[src/rtl/reaction_timer_ctrl_pkg.sv]
// Shared definitions for the reaction timer control block.
//   state_e      : FSM state encoding, visible on the top-level state port.
//   LfsrSeed     : LFSR value loaded on reset.
//   LfsrTaps     : feedback tap mask (taps 16,14,13,11 -> bits 15,13,12,10).
//   lfsr_next()  : one step of the Fibonacci LFSR.
package reaction_timer_ctrl_pkg;

  typedef enum logic [2:0] {
    StIdle  = 3'd0,
    StArm   = 3'd1,
    StRun   = 3'd2,
    StDone  = 3'd3,
    StEarly = 3'd4
  } state_e;

  localparam logic [15:0] LfsrSeed = 16'hACE1;
  localparam logic [15:0] LfsrTaps = 16'hB400;

  function automatic logic [15:0] lfsr_next(input logic [15:0] cur);
    return {cur[14:0], ^(cur & LfsrTaps)};
  endfunction

endpackage

[src/rtl/reaction_timer_ctrl_lfsr16.sv]
// 16-bit Fibonacci LFSR used to randomise the wait before the GO lamp.
// Advances every clock while Reset_n is high.
//   Clock   : system clock
//   Reset_n : asynchronous active-low reset, loads LfsrSeed
//   q       : current LFSR value
module lfsr16
  import reaction_timer_ctrl_pkg::*;
(
  input  logic        Clock,
  input  logic        Reset_n,
  output logic [15:0] q
);

  logic [15:0] lfsr_q, lfsr_d;

  always_comb begin
    lfsr_d = lfsr_next(lfsr_q);
    // All-zero is a lockup state; unreachable from the seed, but recover anyway.
    if (lfsr_d == 16'h0000) begin
      lfsr_d = LfsrSeed;
    end
  end

  always_ff @(posedge Clock or negedge Reset_n) begin
    if (!Reset_n) begin
      lfsr_q <= LfsrSeed;
    end else begin
      lfsr_q <= lfsr_d;
    end
  end

  assign q = lfsr_q;

endmodule

[src/rtl/reaction_timer_ctrl.sv]
// Reaction timer control front end.
// Synchronises the raw keys into one-cycle press pulses, derives a 1 ms tick,
// runs the game FSM with a pseudo-random arming delay and tracks elapsed/best
// reaction times in milliseconds.
//   Clock        : system clock
//   Reset_n      : asynchronous active-low reset
//   start_key_n  : raw start key, active-low, asynchronous
//   stop_key_n   : raw stop key, active-low, asynchronous
//   clear_key_n  : raw clear key, active-low, clears best score
//   elapsed_ms   : current / frozen reaction time
//   best_ms      : lowest completed reaction time, all-ones when none
//   led_go       : high while in RUN
//   too_early    : high while in EARLY
//   state        : current FSM state encoding
module reaction_timer_ctrl
  import reaction_timer_ctrl_pkg::*;
#(
  parameter int unsigned TICK_DIV     = 50000,
  parameter int unsigned MIN_DELAY_MS = 1000,
  parameter int unsigned RAND_BITS    = 12,
  parameter int unsigned CNT_W        = 32
) (
  input  logic             Clock,
  input  logic             Reset_n,
  input  logic             start_key_n,
  input  logic             stop_key_n,
  input  logic             clear_key_n,
  output logic [CNT_W-1:0] elapsed_ms,
  output logic [CNT_W-1:0] best_ms,
  output logic             led_go,
  output logic             too_early,
  output logic [2:0]       state
);

  localparam int unsigned PrescW = (TICK_DIV > 1) ? $clog2(TICK_DIV) : 1;
  // Wide enough for MIN_DELAY_MS + (2**RAND_BITS - 1).
  localparam int unsigned DelayW = $clog2(MIN_DELAY_MS + (1 << RAND_BITS));

  // Key index within the synchroniser vectors.
  localparam int unsigned KStart = 0;
  localparam int unsigned KStop  = 1;
  localparam int unsigned KClear = 2;

  logic [2:0]        sync1_q, sync2_q, prev_q;
  logic [2:0]        press;
  logic [PrescW-1:0] presc_q, presc_d;
  logic              tick;
  logic              presc_restart;
  state_e            state_q, state_d;
  logic [CNT_W-1:0]  elapsed_q, elapsed_d;
  logic [CNT_W-1:0]  best_q, best_d;
  logic [DelayW-1:0] delay_q, delay_d;
  logic [DelayW-1:0] delay_load;
  logic              led_go_q, too_early_q;
  logic [15:0]       lfsr;
  logic              unused_lfsr;

  lfsr16 u_lfsr16 (
    .Clock   (Clock),
    .Reset_n (Reset_n),
    .q       (lfsr)
  );

  // Only the low RAND_BITS feed the delay.
  assign unused_lfsr = ^lfsr;

  // Falling edge of the synchronised key; release edges produce nothing.
  assign press = prev_q & ~sync2_q;

  assign tick = (presc_q == PrescW'(TICK_DIV - 1));

  assign delay_load = DelayW'(MIN_DELAY_MS) + DelayW'(lfsr[RAND_BITS-1:0]);

  always_comb begin
    presc_d = presc_q + PrescW'(1);
    if (presc_restart || tick) begin
      presc_d = '0;
    end
  end

  always_comb begin
    state_d       = state_q;
    elapsed_d     = elapsed_q;
    best_d        = best_q;
    delay_d       = delay_q;
    presc_restart = 1'b0;

    if (press[KClear]) begin
      state_d   = StIdle;
      elapsed_d = '0;
      best_d    = '1;
    end else begin
      unique case (state_q)
        StIdle, StDone, StEarly: begin
          if (press[KStart]) begin
            state_d       = StArm;
            delay_d       = delay_load;
            presc_restart = 1'b1;
          end
        end
        StArm: begin
          if (press[KStop]) begin
            state_d = StEarly;
          end else if (tick) begin
            if (delay_q == DelayW'(1)) begin
              state_d       = StRun;
              elapsed_d     = '0;
              presc_restart = 1'b1;
            end else begin
              delay_d = delay_q - DelayW'(1);
            end
          end
        end
        StRun: begin
          if (press[KStop]) begin
            // elapsed_q is the frozen result; fold it into best on this edge.
            state_d = StDone;
            if (elapsed_q < best_q) begin
              best_d = elapsed_q;
            end
          end else if (tick && (elapsed_q != '1)) begin
            elapsed_d = elapsed_q + CNT_W'(1);
          end
        end
        default: begin
          state_d = StIdle;
        end
      endcase
    end
  end

  always_ff @(posedge Clock or negedge Reset_n) begin
    if (!Reset_n) begin
      sync1_q     <= '1;
      sync2_q     <= '1;
      prev_q      <= '1;
      presc_q     <= '0;
      state_q     <= StIdle;
      elapsed_q   <= '0;
      best_q      <= '1;
      delay_q     <= '0;
      led_go_q    <= 1'b0;
      too_early_q <= 1'b0;
    end else begin
      sync1_q     <= {clear_key_n, stop_key_n, start_key_n};
      sync2_q     <= sync1_q;
      prev_q      <= sync2_q;
      presc_q     <= presc_d;
      state_q     <= state_d;
      elapsed_q   <= elapsed_d;
      best_q      <= best_d;
      delay_q     <= delay_d;
      led_go_q    <= (state_d == StRun);
      too_early_q <= (state_d == StEarly);
    end
  end

  assign elapsed_ms = elapsed_q;
  assign best_ms    = best_q;
  assign led_go     = led_go_q;
  assign too_early  = too_early_q;
  assign state      = state_q;

endmodule

[config.mk]
export PLATFORM = sky130hd
export DESIGN_NAME = reaction_timer_ctrl
export DESIGN_NICKNAME = d
export VERILOG_FILES = /design/src/rtl/reaction_timer_ctrl_pkg.sv /design/src/rtl/reaction_timer_ctrl_lfsr16.sv /design/src/rtl/reaction_timer_ctrl.sv
export SDC_FILE = /design/constraint.sdc
export NUM_CORES = 1
export LEC_CHECK = 0
export BUFFER_PORTS_ARGS = -buffer_cell sky130_fd_sc_hd__buf_4
export CORE_MARGIN = 2
export CORE_UTILIZATION = 55
export CTS_CLUSTER_DIAMETER = 100
export DETAILED_ROUTE_END_ITERATION = 8
export HOLD_SLACK_MARGIN = 0.06
export MAX_ROUTING_LAYER = met4
export PLACE_DENSITY = 0.84
export SLEW_MARGIN = 20
export SYNTH_ARGS = -nofsm -noshare
export SYNTH_HDL_FRONTEND = slang
export SYNTH_SLANG_ARGS = --single-unit
[constraint.sdc]
create_clock -name Clock -period 2.8 [get_ports Clock]
set_input_delay 0.7 -clock Clock [delete_from_list [all_inputs] [get_ports Clock]]
set_output_delay 0.7 -clock Clock [all_outputs]
set_load 0.01 [all_outputs]
==> impl_results.md <==
* Detailed placement HPWL at around 11,000 µm
* Max Cap Viol at 0
* Fin area at 0.00863 mm²
* Global-route met1 utilization at 37.3%
* Worst supply voltage drop on vdd at between 0.4 and 0.5 mV
* Class of the worst hold path: primary input to async pin
* Total number of nets in the final design at around 900
* Total Die Area at about 0.014 mm²
* Seq/Total Area, Yosys at 45.2%
* Post-DR wirelength/cell at 16.5 µm
* Number of warning messages in the yosys log at 0
* Initial antenna violation count at 0
* Buf+Inv Stages, Crit Path at 4
* Number of levels the H-tree was split into at 4
* Synth cell count leaders: sky130_fd_sc_hd__nor2_1 (134), sky130_fd_sc_hd__dfrtp_1 (74), sky130_fd_sc_hd__o21ai_0 (60)
* Starting DRT DRC Count at between 600 and 700
* Overflow after GRT at 0
* Vias after detailed routing at 6,048
* Data arrival time of the critical path at 3.08 ns
* Largest net degree at the start of global routing at 47
* Relative max-transition margin at between 50% and 60%
* Cell breakdown of the critical path: inv_1 > ha_1 > nand4_1 > or2_4 > a2111oi_4 > nor4_2 > buf_4 > a311oi_4 > buf_6 > clkbuf_16 > mux2i_1
* Achievable clock frequency at 0.365 GHz
* Floorplan row count at roughly 40
* Most used flip-flop cell after synthesis: sky130_fd_sc_hd__dfrtp_1
* Number of vias per cell after detailed routing at just under 6
* Number of flip-flops and latches in the synthesized netlist at about 120
* Power density of the placed cells at about 540 mW/mm²
* Post-Syn Area per Cell at 9.14 µm²
* Total count of max-transition violations in the final report at 0
* Antenna diode instance count at 0
* Num CTS Buffers at 17
* Core area at roughly 0.012 mm²
* Post-synth ARST share at 100%
* Chip height at 116 µm
* First drt pass iteration count at 8
* Crit path capture type: register
* Clk_lat worst skew at between 0.4 and 0.5 ns
* Initial Util at 55.8%
* Number of DRC violations after detailed routing at 0
* Worst setup slack for register-to-register paths at about 0.064 ns
* Number of unique standard cell types used by synthesis at roughly 60
* Largest cells by area after synthesis: sky130_fd_sc_hd__dfrtp_1 (27%), sky130_fd_sc_hd__dfstp_2 (19%), sky130_fd_sc_hd__nor2_1 (7.2%), sky130_fd_sc_hd__ha_1 (6.7%), sky130_fd_sc_hd__mux2i_1 (4.8%)
* Portion of synthesized cell area occupied by the leading cell type at a little over a quarter
* Most common cell in the netlist: sky130_fd_sc_hd__nor2_1
* Routed wire length at about 17,000 µm
* Clock transition at path regs at 0.05 ns
* Final setup fails at 0
* Hold-fix buffers, CTS at 0
* Slew @ Worst Pin at between 0.6 and 0.7 ns
* Worst hold slack across all endpoints at 0.284 ns
* Post-synth EDFFs at 0
* # IOs at between 70 and 80
* Worst path required time at about 3.1 ns
* Endpoints failing hold at 0
* Minimum clock period at 2.74 ns
* Result of the run: complete, no violations
* Syn Std Cell Area at about 0.0070 mm²
* Clock tree root driver cell: sky130_fd_sc_hd__clkbuf_16
* Largest area contributor in the synthesized netlist: sky130_fd_sc_hd__dfrtp_1
* Global placer's final weighted congestion at 0.900
* GR Layer Usage met2 at approximately 38%
* Filler cell count in the final layout at approximately 960
* Tot GR Track Use at roughly a quarter
* CP peak stage delay at roughly 0.56 ns
* Die span in x at ~120 µm
* Highest fanout seen on the critical path at 8
* Share of the cycle needed by the critical path after routing at a little over nine tenths
* Number of global-route vias before repair at approximately 5,400
* Residual antenna-violating net count after detailed routing at 0
* WS Path Type: register to register
* Layout cells sized above 1 at between 20% and 30%
* Worst setup SP type: register
* Clock Skew at about 0.0063 ns
* Layer carrying the most global-route usage: met2
* Leakage power figure at around 4.3 nW
* CTS Buffer Depth at 2
* Number of standard cells after synthesis at around 760
* Standard cell area after detailed placement at approximately 0.0079 mm²
* Cell with the largest stage delay on the worst path: sky130_fd_sc_hd__dfstp_2
* Met3 track demand over resource in global routing at between 4 and 5%
* Top Family by Delay on Critical Path: flip-flops
* Input/output buffers at 73
* Syn Nets at 803
* Synthesis-to-finish area growth at 24.1%
* # clock sinks at roughly 120
* Clock tree from TritonCTS: done
* Global-route wire length before repair at approximately 27,000 µm
## state kept, by name (all words and copies together), names as in the netlist
register	cells
best_ms	32
delay_q	13
prev_q	3
u_lfsr16.q	16
too_early	1
elapsed_ms	32
sync1_q	3
sync2_q	3
led_go	1
presc_q	16
state	3
## stage by stage
step	power (W)	cells	setup slack [ns]	util [%]	TNS [ns]
after floorplan	0.00237	761	0.203	-	0
after global placement	0.00251	1006	0.0568	63.3	0
after detailed placement	0.00252	1006	-0.180	63.3	-4.64
after CTS	0.00470	1041	0.0376	68.3	0
after global routing	0.00486	1044	-0.0270	69.2	-0.293
final	0.00467	1044	0.0637	69.2	0
## power breakdown
part | internal, W | leakage, nW | switching, W
clock network | 0.00141 | 0.288 | 0.000752
registers | 0.00192 | 1.49 | 0.000148
logic | 0.000183 | 2.57 | 0.000264
total | 0.00351 | 4.35 | 0.00116
## cell families (layout without fill, tap and decap cells)
kind of cell               after synthesis  count (layout)  share of synthesized area [%]
AOI/OAI and AO/OA                      158             158                           13.8
and+or+nand+nor                        302             302                           21.6
buffers and inverters                   84             195                           5.02
xor gates and xnor gates                24              24                           3.02
muxes                                   33              33                           4.75
DFF                                    123             123                           45.2
adders and majority gates               37              37                           6.66
## cells in the final DEF (no fill, tap or decap), types with 3 or more instances in the layout
master / instances
sky130_fd_sc_hd__a31oi_1: 15
sky130_fd_sc_hd__o21ai_1: 3
sky130_fd_sc_hd__nor4_2: 3
sky130_fd_sc_hd__nor4_1: 7
sky130_fd_sc_hd__o22a_1: 5
sky130_fd_sc_hd__a211oi_1: 3
sky130_fd_sc_hd__nand2b_1: 10
sky130_fd_sc_hd__a41oi_1: 3
sky130_fd_sc_hd__xor2_1: 12
sky130_fd_sc_hd__nor2_1: 134
sky130_fd_sc_hd__mux2i_1: 31
sky130_fd_sc_hd__and2_1: 7
sky130_fd_sc_hd__a21oi_1: 44
sky130_fd_sc_hd__nand2_1: 29
sky130_fd_sc_hd__inv_1: 38
sky130_fd_sc_hd__nand4_1: 27
sky130_fd_sc_hd__clkbuf_16: 19
sky130_fd_sc_hd__buf_4: 118
sky130_fd_sc_hd__dfstp_2: 49
sky130_fd_sc_hd__or2_2: 6
sky130_fd_sc_hd__bufinv_16: 3
sky130_fd_sc_hd__nor3_1: 18
sky130_fd_sc_hd__nor2b_1: 6
sky130_fd_sc_hd__clkbuf_1: 5
sky130_fd_sc_hd__dfrtp_1: 74
sky130_fd_sc_hd__and3_1: 13
sky130_fd_sc_hd__clkinv_2: 6
sky130_fd_sc_hd__ha_1: 36
sky130_fd_sc_hd__o31ai_1: 4
sky130_fd_sc_hd__or3_1: 4
sky130_fd_sc_hd__nand3_1: 19
sky130_fd_sc_hd__and4_1: 4
sky130_fd_sc_hd__xnor2_1: 12
sky130_fd_sc_hd__o21ai_0: 60
## metal layers
metal  part of all wire, %  up-vias
met5                     0        -
met2                    46      258
met1                    45     2880
met4                   1.6        0
li1                      -     2882
met3                   6.7       28
## cell type report
cell class	instances	area, µm²	area share [%]
multi-input cells	554	3530	40.9
inverters	38	143	1.65
flip-flops and latches	123	3140	36.4
clock buffers	23	458	5.31
clock inverters	9	120	1.39
repair buffers	125	1030	11.9
well taps	172	215	2.49
## worst reg2reg max path: stages, from the launching register on
cell	delay, ns
sky130_fd_sc_hd__dfstp_2	0.56
sky130_fd_sc_hd__inv_1	0.06
sky130_fd_sc_hd__ha_1	0.32
sky130_fd_sc_hd__nand4_1	0.13
sky130_fd_sc_hd__or2_4	0.28
sky130_fd_sc_hd__a2111oi_4	0.20
sky130_fd_sc_hd__nor4_2	0.08
sky130_fd_sc_hd__buf_4	0.16
sky130_fd_sc_hd__a311oi_4	0.33
sky130_fd_sc_hd__buf_6	0.17
sky130_fd_sc_hd__clkbuf_16	0.17
sky130_fd_sc_hd__mux2i_1	0.21
## what timing repair did
item,CTS,global route
resized for setup,4,10
buffers inserted,2,1
gates cloned,1,2
pin swaps,1,6
hold endpoints to repair,0,0
endpoints found under the setup margin,32,32
## final timing paths
check	from	endpoint	cells after the start
worst max-delay path	best_ms[11]	best_ms[3]	11
worst min-delay path	Reset_n	delay_q[8]	1
worst max register to register	best_ms[11]	best_ms[3]	11
worst min register to register	sync1_q[2]	sync2_q[2]	0
max in group asynchronous	Reset_n	best_ms[12]	2
min in group Clock	sync1_q[2]	sync2_q[2]	0
Note: power is estimated with default switching activity, not from simulation.
